### src/rtl/serial_frame_receiver.sv
`default_nettype none
// ============================================================================
// Module      : serial_frame_receiver
// Description : Start-bit framed serial receiver with a first-word-fall-through
//               frame FIFO, sticky overflow flag and enforced inter-frame idle.
// Revision    : 1.0 - initial release
// ============================================================================
module serial_frame_receiver #(
    parameter int DATA_BITS = 40,
    parameter int DEPTH     = 4,
    parameter int LSB_FIRST = 0,
    parameter int IDLE_MIN  = 1
) (
    input  logic                     clk,
    input  logic                     rst_n,
    input  logic                     si,
    output logic [DATA_BITS-1:0]     out_data,
    output logic                     out_valid,
    input  logic                     out_ready,
    output logic [$clog2(DEPTH):0]   level,
    output logic                     busy,
    output logic                     overflow,
    input  logic                     ovf_clr
);

    localparam int c_AW    = $clog2(DEPTH);
    localparam int c_CNT_W = $clog2(DATA_BITS + 1);

    localparam logic [c_CNT_W-1:0] c_BIT_LAST  = c_CNT_W'(DATA_BITS - 1);
    localparam logic [7:0]         c_IDLE_LAST = 8'(IDLE_MIN - 1);
    localparam logic [c_AW:0]      c_FULL_LVL  = (c_AW + 1)'(DEPTH);

    localparam logic [1:0] c_ST_IDLE  = 2'd0;
    localparam logic [1:0] c_ST_SHIFT = 2'd1;
    localparam logic [1:0] c_ST_PUSH  = 2'd2;
    localparam logic [1:0] c_ST_REARM = 2'd3;

    logic [1:0]           r_state;
    logic [DATA_BITS-1:0] r_shift;
    logic [c_CNT_W-1:0]   r_bit_cnt;
    logic [7:0]           r_idle_cnt;
    logic                 r_ovf;

    logic [DATA_BITS-1:0] r_mem [DEPTH];
    logic [c_AW-1:0]      r_wr_ptr;
    logic [c_AW-1:0]      r_rd_ptr;
    logic [c_AW:0]        r_level;
    logic [DATA_BITS-1:0] r_hold;

    logic [DATA_BITS-1:0] w_shift_next;
    logic                 w_full;
    logic                 w_pop;
    logic                 w_push;
    logic                 w_wr;
    logic                 w_drop;

    always_comb begin
        w_shift_next = r_shift;
        if (LSB_FIRST != 0) begin
            w_shift_next                = r_shift >> 1;
            w_shift_next[DATA_BITS-1]   = si;
        end else begin
            w_shift_next    = r_shift << 1;
            w_shift_next[0] = si;
        end
    end

    assign w_full = (r_level == c_FULL_LVL);
    assign w_pop  = out_valid && out_ready;
    assign w_push = (r_state == c_ST_PUSH);
    // A pop in the same cycle frees the slot the completed frame needs.
    assign w_wr   = w_push && (!w_full || w_pop);
    assign w_drop = w_push && w_full && !w_pop;

    always_ff @(posedge clk or negedge rst_n) begin
        if (!rst_n) begin
            r_state    <= c_ST_IDLE;
            r_shift    <= '0;
            r_bit_cnt  <= '0;
            r_idle_cnt <= '0;
        end else begin
            case (r_state)
                c_ST_IDLE: begin
                    if (si) begin
                        r_state   <= c_ST_SHIFT;
                        r_bit_cnt <= '0;
                    end
                end
                c_ST_SHIFT: begin
                    r_shift   <= w_shift_next;
                    r_bit_cnt <= r_bit_cnt + c_CNT_W'(1);
                    if (r_bit_cnt == c_BIT_LAST) begin
                        r_state <= c_ST_PUSH;
                    end
                end
                c_ST_PUSH: begin
                    r_state    <= c_ST_REARM;
                    r_idle_cnt <= '0;
                end
                c_ST_REARM: begin
                    if (si) begin
                        r_idle_cnt <= '0;
                    end else if (r_idle_cnt == c_IDLE_LAST) begin
                        r_state    <= c_ST_IDLE;
                        r_idle_cnt <= '0;
                    end else begin
                        r_idle_cnt <= r_idle_cnt + 8'd1;
                    end
                end
                default: r_state <= c_ST_IDLE;
            endcase
        end
    end

    // Set has priority over clear so a drop is never lost.
    always_ff @(posedge clk or negedge rst_n) begin
        if (!rst_n) begin
            r_ovf <= 1'b0;
        end else if (w_drop) begin
            r_ovf <= 1'b1;
        end else if (ovf_clr) begin
            r_ovf <= 1'b0;
        end
    end

    always_ff @(posedge clk or negedge rst_n) begin
        if (!rst_n) begin
            for (int i = 0; i < DEPTH; i++) begin
                r_mem[i] <= '0;
            end
            r_wr_ptr <= '0;
            r_rd_ptr <= '0;
            r_level  <= '0;
            r_hold   <= '0;
        end else begin
            if (w_wr) begin
                r_mem[r_wr_ptr] <= r_shift;
                r_wr_ptr        <= r_wr_ptr + c_AW'(1);
            end
            if (w_pop) begin
                r_rd_ptr <= r_rd_ptr + c_AW'(1);
                r_hold   <= r_mem[r_rd_ptr];
            end
            case ({w_wr, w_pop})
                2'b10:   r_level <= r_level + (c_AW + 1)'(1);
                2'b01:   r_level <= r_level - (c_AW + 1)'(1);
                default: r_level <= r_level;
            endcase
        end
    end

    // When empty, the last popped frame stays visible instead of a stale slot.
    assign out_valid = (r_level != '0);
    assign out_data  = out_valid ? r_mem[r_rd_ptr] : r_hold;
    assign level     = r_level;
    assign busy      = (r_state != c_ST_IDLE);
    assign overflow  = r_ovf;

endmodule
`default_nettype wire

### config.mk
export PLATFORM = sky130hd
export DESIGN_NAME = serial_frame_receiver
export DESIGN_NICKNAME = d
export VERILOG_FILES = /design/src/rtl/serial_frame_receiver.sv
export SDC_FILE = /design/constraint.sdc
export NUM_CORES = 1
export LEC_CHECK = 0
export CORE_UTILIZATION = 45
export CTS_BUF_LIST = sky130_fd_sc_hd__clkbuf_8
export CTS_CLUSTER_DIAMETER = 50
export CTS_CLUSTER_SIZE = 12
export DETAILED_ROUTE_END_ITERATION = 8
export SLEW_MARGIN = 20
export SYNTH_ARGS = -nofsm -noshare
export SYNTH_HDL_FRONTEND = slang
export SYNTH_SLANG_ARGS = --single-unit
### constraint.sdc
create_clock -name clk -period 3.1 [get_ports clk]
set_input_delay 0.62 -clock clk [delete_from_list [all_inputs] [get_ports clk]]
set_output_delay 0.62 -clock clk [all_outputs]
set_load 0.02 [all_outputs]
==> impl_results.md, run 1 <==
- H-tree Lvls: 1
- # setup viols final: 0
- Tightest Pin Transition: 0.717 ns
- P_sw: about 5.4 mW
- Port bufs: 50
- YS warnings: 0
- Routed WL: 23200 um
- VDD IR max: 0.000623 V
- Clock insertion delay at the later pin of the skew report: between 0.5 and 0.6 ns
- FF-to-FF Start: r_state[0]
- Synth Area per Inst: 15.8 um2
- Minimum clock period: about 3.0 ns
- Vias: ~6400
- Most common cell in the netlist: mux2_2
- RSZ-0062 raised after global routing: yes
- Sum of negative setup slack: 0 ns
- Synth top area cells: dfrtp_1, mux2_2, mux4_2, mux2_1, ha_1
- Min-delay worst type: primary input to asynchronous set/reset pin
- Tot GR Track Use: 0.182
- Synth top cells by count: mux2_2, dfrtp_1, mux4_2, buf_2, inv_1
- DRT antenna net count: 0
- Tcrit/Tclk final: 0.979
- CP endpoint kind: primary output
- Layout area overhead: 14.7%
- Internal: around 10 mW
- Post-CTS Hold Buffers: 0
- Cells after Synth: approximately 740
- Hold Vio Cnt, Final: 4
- Min Hold Slack: -0.0114 ns
- Share of layout cells above drive strength 1: 0.491
- Final Skew: between 0.01 and 0.015 ns
- Fin nets: slightly above 800
- # IOs: 51
- Vias in the first global route: between 6000 and 7000
- Width of the die: 164 um
- FMAX: roughly 330 MHz
- Max cap viols: 0
- Sequential Power Share: 0.382
- Synth Flop Type: dfrtp_1
- CTS sink cnt: 264
- Hpwl dp: 13500 um
- Ys async rst share: 1.00
- Status: complete, but fails checks
- Root Driver: clkbuf_8
- Failing checks: negative hold slack
- First-pass GRT wire length: around 38000 um
- Initial drt markers: roughly 260
- WP data required: between 2 and 2.5 ns
- Initial antenna violation count: 0
- Drt pass-1 iters: 4
- Comb power frac: 0.449
- TritonCTS Buffers: 31
- Synthesized area: 11800 um2
- CTS tree: done
- Setup CP Type: flip-flop to primary output
- Final core occ: 0.531
- Slew Limit Fails: 0
- Post-synth top area cell: dfrtp_1
- Clock power share: 0.169
- Lkg Pwr: 6.10 nW
- Largest net degree at the start of global routing: 75
- Crit path arrival time: around 2.4 ns
- Clock transition at path regs: about 0.080 ns
- Die H: between 150 and 200 um
- Post-synthesis cell type count: 46
- Total gr overflow: 0
- Register area share after synthesis: 0.561
- Synth top area share: 0.561
- Core ar.: 25400 um2
- Post-synth EDFFs: 0
- Synthesized Nets: 760
- Critical path launch point: r_rd_ptr[0]
- Wire per inst: 20.0 um
- Crit Path Max Fanout: 9
- Die area: between 20000 and 30000 um2
- Placer Congestion: roughly 0.78
- Reg2reg path depth: 6
- Sw Share: 0.344
- ANT cells: 0
- Power Dens Cells: 1170 nW/um2
- Avg Vias per Cell: around 5.5
- CP startpoint kind: flip-flop
- Max clock buf depth: 3
- Rel. slew slack: 0.522
- Num rows: between 50 and 60
- Starting Density: 0.463
- DRC Markers: 0
- #FFs+latches synth: approximately 260
## registers in the layout, summed over array words and instances (netlist names)
signal / count
r_rd_ptr: 2
r_idle_cnt: 8
level: 3
r_state: 2
r_bit_cnt: 6
overflow: 1
r_mem: 160
r_shift: 40
r_hold: 40
r_wr_ptr: 2
## cell type report
type / instances / area, um2
clock buffers: 36 / 495
clock inverters: 16 / 195
fillers: 2067 / 11900
inverters: 14 / 52.6
multi-input cells: 424 / 4850
flip-flops and latches: 264 / 6610
well taps: 330 / 413
repair buffers: 79 / 876
## cell families (layout without fill, tap and decap cells)
group                      Yosys count  in the layout  share of synthesized area
and+or+nand+nor                     48             48                     0.0236
adders and majority gates           12             12                     0.0134
xor gates and xnor gates             6              6                    0.00447
DFF                                264            264                      0.561
buffers and inverters               55            145                     0.0271
AOI/OAI and AO/OA                   31             31                     0.0190
muxes                              327            327                      0.351
## timing repair
action / 4_1_cts / 5_1_grt
cloned: 2 / 1
gates resized for setup: 70 / 19
buffers inserted: 4 / 0
endpoints found under the setup margin: 40 / 23
## layout by cell type (no fill, tap or decap), types with 2 or more instances in the layout
cell	netlist	layout
nor2_1	5	5
dlygate4sd2_1	0	19
nand2b_1	2	2
clkdlybuf4s15_1	0	11
mux2_1	13	13
clkbuf_2	0	3
clkbuf_8	0	36
or3_1	2	2
and3_1	3	3
nor3_1	5	4
buf_2	15	7
a22o_1	4	4
o21ai_0	9	9
clkdlybuf4s50_1	0	9
inv_1	14	18
nand2_2	4	4
bufinv_16	0	4
mux2i_1	6	6
buf_16	0	2
buf_4	9	11
mux2_2	267	267
buf_6	8	3
nand3_1	6	6
clkinvlp_4	0	4
dfrtp_1	264	263
clkinv_2	0	2
buf_12	0	10
a21oi_1	6	6
ha_1	11	10
mux4_2	40	40
nand2_1	10	10
nor2b_1	2	2
xnor2_1	5	5
buf_8	0	2
nand4_1	2	2
a21o_1	3	3
## per-stage QoR
step	cell area [um2]	setup slack [ns]	hold slack, ns	power, mW	std cells
finish	13500	0.0650	-0.0114	15.8	1163
global route	13500	-0.0312	0.0366	16.8	1163
detailed placement	12700	0.324	0.480	13.4	1104
CTS	13500	-0.0263	0.0142	15.9	1162
global placement	12700	0.344	0.468	13.0	1104
floorplan	11800	0.878	0.324	10.9	743
## power by group through the flow
stage / clock, mW / sequential, mW / combinational (mW)
final: 2.67 / 6.02 / 7.07
after global routing: 2.91 / 6.24 / 7.62
after CTS: 2.76 / 6.02 / 7.16
after detailed placement: 0 / 6.08 / 7.28
after global placement: 0 / 5.94 / 7.09
after floorplan: 0 / 5.72 / 5.20
## critical path, cell delays in order, from the launching register on
cell and delay [ns]:
dfrtp_2 0.40, bufbuf_16 0.32, mux4_2 0.54, mux2_2 0.27, dlygate4sd2_1 0.32
## layer usage
metal	wire length (um)	up-vias	global-route usage
met5	0	-	0
met4	387	0	0.0404
met3	655	30	0.0258
met2	11600	87	0.311
met1	10600	3397	0.247
li1	-	2877	-
## path summary, 6_finish.rpt
| check | endpoint | slack, ns |
|---|---|---|
| worst max-delay path | out_data[13] | 0.07 |
| worst min-delay path | r_hold[11] | -0.01 |
| worst max register to register | r_mem[80] | 0.87 |
| worst min register to register | r_mem[122] | 0.49 |
| max in group asynchronous | r_hold[27] | 2.29 |
| min in group clk | r_mem[122] | 0.49 |
Note: power is estimated with default switching activity, not from simulation.
==> run 2, diff against run 1 <==
--- a/config.mk
+++ b/config.mk
@@ -5,11 +5,14 @@
 export SDC_FILE = /design/constraint.sdc
 export NUM_CORES = 1
 export LEC_CHECK = 0
+export CELL_PAD_IN_SITES_DETAIL_PLACEMENT = 2
+export CELL_PAD_IN_SITES_GLOBAL_PLACEMENT = 2
 export CORE_UTILIZATION = 45
 export CTS_BUF_LIST = sky130_fd_sc_hd__clkbuf_8
 export CTS_CLUSTER_DIAMETER = 50
 export CTS_CLUSTER_SIZE = 12
 export DETAILED_ROUTE_END_ITERATION = 8
+export PLACE_DENSITY_LB_ADDON = 0.1
 export SLEW_MARGIN = 20
 export SYNTH_ARGS = -nofsm -noshare
 export SYNTH_HDL_FRONTEND = slang
==> constraint.sdc (replaced) <==
create_clock -name clk -period 3.1 [get_ports clk]
set_input_delay 0.62 -clock clk [delete_from_list [all_inputs] [get_ports clk]]
set_output_delay 0.62 -clock clk [all_outputs]
set_load 0.05 [all_outputs]
==> impl_results.md, run 2 (synthesis gave the netlist of run 1 again) <==
- CP endpoint kind: primary output
- Post-route insts no fill: 1161 (-0.17%)
- Worst-path cell chain: buf_12, mux4_2, mux2_2, buf_4
- Post-CTS Hold Buffers: 0 (unchanged)
- Die H: 164 um (unchanged)
- Most frequent cells in the layout: mux2_2, dfrtp_1, buf_4
- # Post-CTS Setup Buffers: 0 (-4)
- Fin nets: 825 (-0.72%)
- Num rows: 58 (unchanged)
- Share of layout cells above drive strength 1: 0.528 (+0.0373)
- Commonest non-fill, non-tap cell in the layout: mux2_2
- Drt pass-1 iters: 4 (unchanged)
- Max cap viols: 0 (unchanged)
- Worst path max stage delay: 0.74 ns (+0.20 ns)
- Reg2reg path depth: 6 (unchanged)
- Sum of negative setup slack: 0 ns (unchanged)
- Tcrit/Tclk final: 0.966 (-0.0131)
- Root Driver: clkbuf_8
- CTS sink cnt: 264 (unchanged)
- Tot GR Track Use: 0.201 (+0.0189)
- Tightest Pin Transition: 0.705 ns (-0.0120 ns)
- # setup viols final: 0 (unchanged)
- DRT antenna net count: 0 (unchanged)
- WP data required: 2.48 ns (about the same)
- Initial drt markers: 209 (-21%)
- Status: complete, no violations
- Initial antenna violation count: 0 (unchanged)
- Cts repair resizes: 1 (-99%)
- Largest net degree at the start of global routing: 83 (+11%)
- RSZ-0062 raised after global routing: no
- Min-delay worst type: primary input to asynchronous set/reset pin
- Clock insertion delay at the later pin of the skew report: 0.54 ns (-0.03 ns)
- Layout area overhead: 12.5%
- Fillers: 2329 (+13%)
- Avg Vias per Cell: 5.57 (+1.4%)
- Final core occ: 0.521 (-0.00990)
- Biggest regs: r_mem: 160 flops, r_hold: 40 flops, r_shift: 40 flops
- Core ar.: 25400 um2 (unchanged)
- CP startpoint kind: flip-flop
- FMAX: 334 MHz (+1.4%)
- Cells after DPL: 1102 (-0.18%)
- Placer Congestion: 0.761 (-2.3%)
- CP max-delay cell: dfrtp_4
- Crit path arrival time: 2.37 ns (-0.04 ns)
- TritonCTS Buffers: 34 (+9.7%)
- Starting Density: 0.463 (unchanged)
- First-pass GRT wire length: 41200 um (+8.7%)
- Max reg flops: 160 (unchanged)
- CTS tree: done
- Rel. slew slack: 0.530 (+0.00803)
- Setup CP Type: flip-flop to primary output
- Vias in the first global route: 7519 (+7.6%)
- Width of the die: 164 um (unchanged)
- Total gr overflow: 0 (unchanged)
- Final Skew: 0.0157 ns (+0.00132 ns)
- H-tree Lvls: 2 (+1)
- DRC Markers: 0 (unchanged)
- Hold Vio Cnt, Final: 0 (-4)
- Min Hold Slack: 0.0596 ns (+0.0710 ns)
- Crit Path Max Fanout: 23 (+14)
- Die area: 26800 um2 (unchanged)
- # IOs: 51 (unchanged)
- Routed WL: 25400 um (+9.4%)
- Port bufs: 50 (unchanged)
- ANT cells: 0 (unchanged)
- Slew Limit Fails: 0 (unchanged)
- Hpwl dp: 15900 um (+17%)
- Clock transition at path regs: 0.08 ns (about the same)
- Reg with most FFs: r_mem
- Wire per inst: 21.9 um (+9.6%)
- Max clock buf depth: 3 (unchanged)
- Minimum clock period: 2.99 ns (-0.0405 ns)
- Vias: 6469 (+1.2%)
==> run 2: area by class of cell <==
cell class,instances,area (um2),share of cell area
multi-input combinational,424,4850,0.366
inverter,14,52.6,0.00397
clock inverter,18,135,0.0102
sequential,264,6610,0.499
tap,330,413,0.0312
timing repair buffer,70,618,0.0467
clock buffer,41,564,0.0426
==> run 2: critical path: cells and delay by family (launching register included) <==
family	cells	cell delay [ns]
buffers and inverters	2	0.42
flip-flops	1	0.74
multiplexers	2	0.65
==> run 2: worst paths after layout <==
kind	slack, ns	startpoint	to
max	0.11	r_rd_ptr[1]	out_data[25]
max reg2reg	0.79	r_state[0]	r_mem[8]
min	0.06	rst_n	r_hold[11]
min reg2reg	0.49	r_mem[78]	r_mem[78]
max in group asynchronous	2.11	rst_n	r_rd_ptr[1]
min in group clk	0.49	r_mem[78]	r_mem[78]
==> run 2: routing by layer <==
layer / wire, um / vias to the layer above / track usage
met5: 0 / - / 0
met4: 477 / 0 / 0.0585
met3: 669 / 36 / 0.0316
met2: 13300 / 75 / 0.356
met1: 11000 / 3508 / 0.254
li1: - / 2850 / -
==> run 2: metrics by stage <==
step / area (um2) / setup WS, ns
2_1_floorplan: 11800 / 0.737
4_1_cts: 13200 / 0.0626
3_5_place_dp: 12500 / 0.481
5_1_grt: 13200 / 0.0232
3_3_place_gp: 12500 / 0.539
6_report: 13200 / 0.106
Power of run 2 is not shown: default switching activity piles up to over one toggle a cycle in this logic, so the estimate is an artifact.
==> run 3, diff against run 2 <==
--- a/config.mk
+++ b/config.mk
@@ -7,6 +7,7 @@
 export LEC_CHECK = 0
 export CELL_PAD_IN_SITES_DETAIL_PLACEMENT = 2
 export CELL_PAD_IN_SITES_GLOBAL_PLACEMENT = 2
+export CORE_MARGIN = 4
 export CORE_UTILIZATION = 45
 export CTS_BUF_LIST = sky130_fd_sc_hd__clkbuf_8
 export CTS_CLUSTER_DIAMETER = 50
==> impl_results.md, run 3 (synthesis gave the netlist of run 1 again) <==
- Status: complete, no violations
- RSZ-0062 raised after global routing: no
- Sum of negative setup slack: 0 ns (unchanged)
- Max cap viols: 0 (unchanged)
- Slew Limit Fails: 0 (unchanged)
- Core ar.: 25500 um2 (+0.29%)
- Root Driver: clkbuf_8
- Routed WL: 26100 um (+2.6%)
- Biggest regs: r_mem: 160 flops, r_hold: 40 flops, r_shift: 40 flops
- Worst path most repeated cell: buf_4
- Port bufs: 50 (unchanged)
- Max reg flops: 160 (unchanged)
- CP startpoint kind: flip-flop
- Die H: 170 um (+3.7%)
- Reg with most FFs: r_mem
- CP max-delay cell: mux4_2
- Avg Vias per Cell: 5.57 (about the same)
- Placer Congestion: 0.744 (-2.3%)
- Max clock buf depth: 3 (unchanged)
- Drt pass-1 iters: 4 (unchanged)
- Fillers: 2329 (unchanged)
- # IOs: 51 (unchanged)
- ANT cells: 0 (unchanged)
- CTS sink cnt: 264 (unchanged)
- Initial drt markers: 293 (+40%)
- CTS tree: done
- Fin nets: 827 (+0.24%)
- Post-CTS Hold Buffers: 0 (unchanged)
- Tcrit/Tclk final: 0.962 (-0.00366)
- Layout area overhead: 14.4%
- FMAX: 335 MHz (+0.38%)
- Clock transition at path regs: 0.07 ns (about the same)
- Clock insertion delay at the later pin of the skew report: 0.53 ns (about the same)
- # setup viols final: 0 (unchanged)
- Starting Density: 0.462 (-0.00132)
- Share of layout cells above drive strength 1: 0.527 (-0.00133)
- Largest net degree at the start of global routing: 97 (+17%)
- Setup CP Type: flip-flop to primary output
- Commonest non-fill, non-tap cell in the layout: mux2_2
- Worst path max stage delay: 0.60 ns (-0.14 ns)
- Initial antenna violation count: 0 (unchanged)
- TritonCTS Buffers: 37 (+8.8%)
- Minimum clock period: 2.98 ns (-0.0113 ns)
- Crit Path Max Fanout: 16 (-30%)
- Min-delay worst type: primary input to asynchronous set/reset pin
- Crit path arrival time: 2.36 ns (about the same)
- Rel. slew slack: 0.488 (-0.0422)
- Final Skew: 0.0204 ns (+0.00464 ns)
- First-pass GRT wire length: 43500 um (+5.4%)
- WP data required: 2.48 ns (about the same)
- H-tree Lvls: 2 (unchanged)
- Die area: 28800 um2 (+7.5%)
- Vias: 6492 (+0.36%)
- Tightest Pin Transition: 0.767 ns (+0.0618 ns)
- Critical path launch point: r_rd_ptr[0]
- Hpwl dp: 15800 um (-0.67%)
- Worst-path cell chain: buf_4, mux4_2, mux2_2, buf_4
- DRC Markers: 0 (unchanged)
- CP endpoint kind: primary output
- DRT antenna net count: 0 (unchanged)
- Most frequent cells in the layout: mux2_2, dfrtp_1, buf_4
- Vias in the first global route: 7697 (+2.4%)
- Cts repair resizes: 0 (-1)
- Hold Vio Cnt, Final: 0 (unchanged)
- Total gr overflow: 0 (unchanged)
- # Post-CTS Setup Buffers: 0 (unchanged)
- Wire per inst: 22.4 um (+2.2%)
- FF-to-FF Start: r_state[0]
- Tot GR Track Use: 0.189 (-0.0121)
- Width of the die: 170 um (+3.7%)
- Num rows: 58 (unchanged)
[run 3: layout make-up]
| type | instances | area, um2 | share of cell area |
|---|---|---|---|
| Sequential cell | 264 | 6610 | 0.491 |
| Multi-Input combinational cell | 424 | 4850 | 0.360 |
| Timing Repair Buffer | 69 | 648 | 0.0481 |
| Clock buffer | 41 | 564 | 0.0419 |
| Tap cell | 330 | 413 | 0.0307 |
| Clock inverter | 23 | 329 | 0.0244 |
| Inverter | 14 | 52.6 | 0.00390 |
[run 3: metal layers]
layer,vias up,share of wire,GRT usage,wire length [um]
met5,-,0,0,0
li1,2862,-,-,-
met1,3507,0.42,0.242,11000
met4,0,0.019,0.0455,499
met3,41,0.026,0.0291,682
met2,82,0.53,0.338,13900
[run 3: worst paths after layout]
kind / cells after the start / slack [ns] / end
hold reg to reg: 1 / 0.49 / r_mem[123]
setup reg to reg: 6 / 0.85 / r_mem[90]
hold / removal: 1 / 0.11 / r_hold[11]
min in group clk: 1 / 0.49 / r_mem[123]
max in group asynchronous: 2 / 2.08 / r_shift[35]
setup / recovery: 4 / 0.12 / out_data[36]
[run 3: worst max-delay path, delay by kind of cell (launching register included)]
| family | cells | cell delay (ns) |
|---|---|---|
| muxes | 2 | 0.89 |
| buffers and inverters | 2 | 0.55 |
| DFF | 1 | 0.39 |
[run 3: metrics by stage]
stage / std cells / worst slack [ns] / area [um2] / utilization / hold slack, ns
final: 1165 / 0.117 / 13500 / 0.529 / 0.111
after global routing: 1165 / 0.0213 / 13500 / 0.529 / 0.154
after CTS: 1165 / 0.0549 / 13500 / 0.529 / 0.120
after detailed placement: 1101 / 0.282 / 12600 / 0.494 / 0.484
after global placement: 1101 / 0.434 / 12600 / 0.494 / 0.468
after floorplan: 743 / 0.737 / 11800 / - / 0.324
Power of run 3 is left out for the same reason.
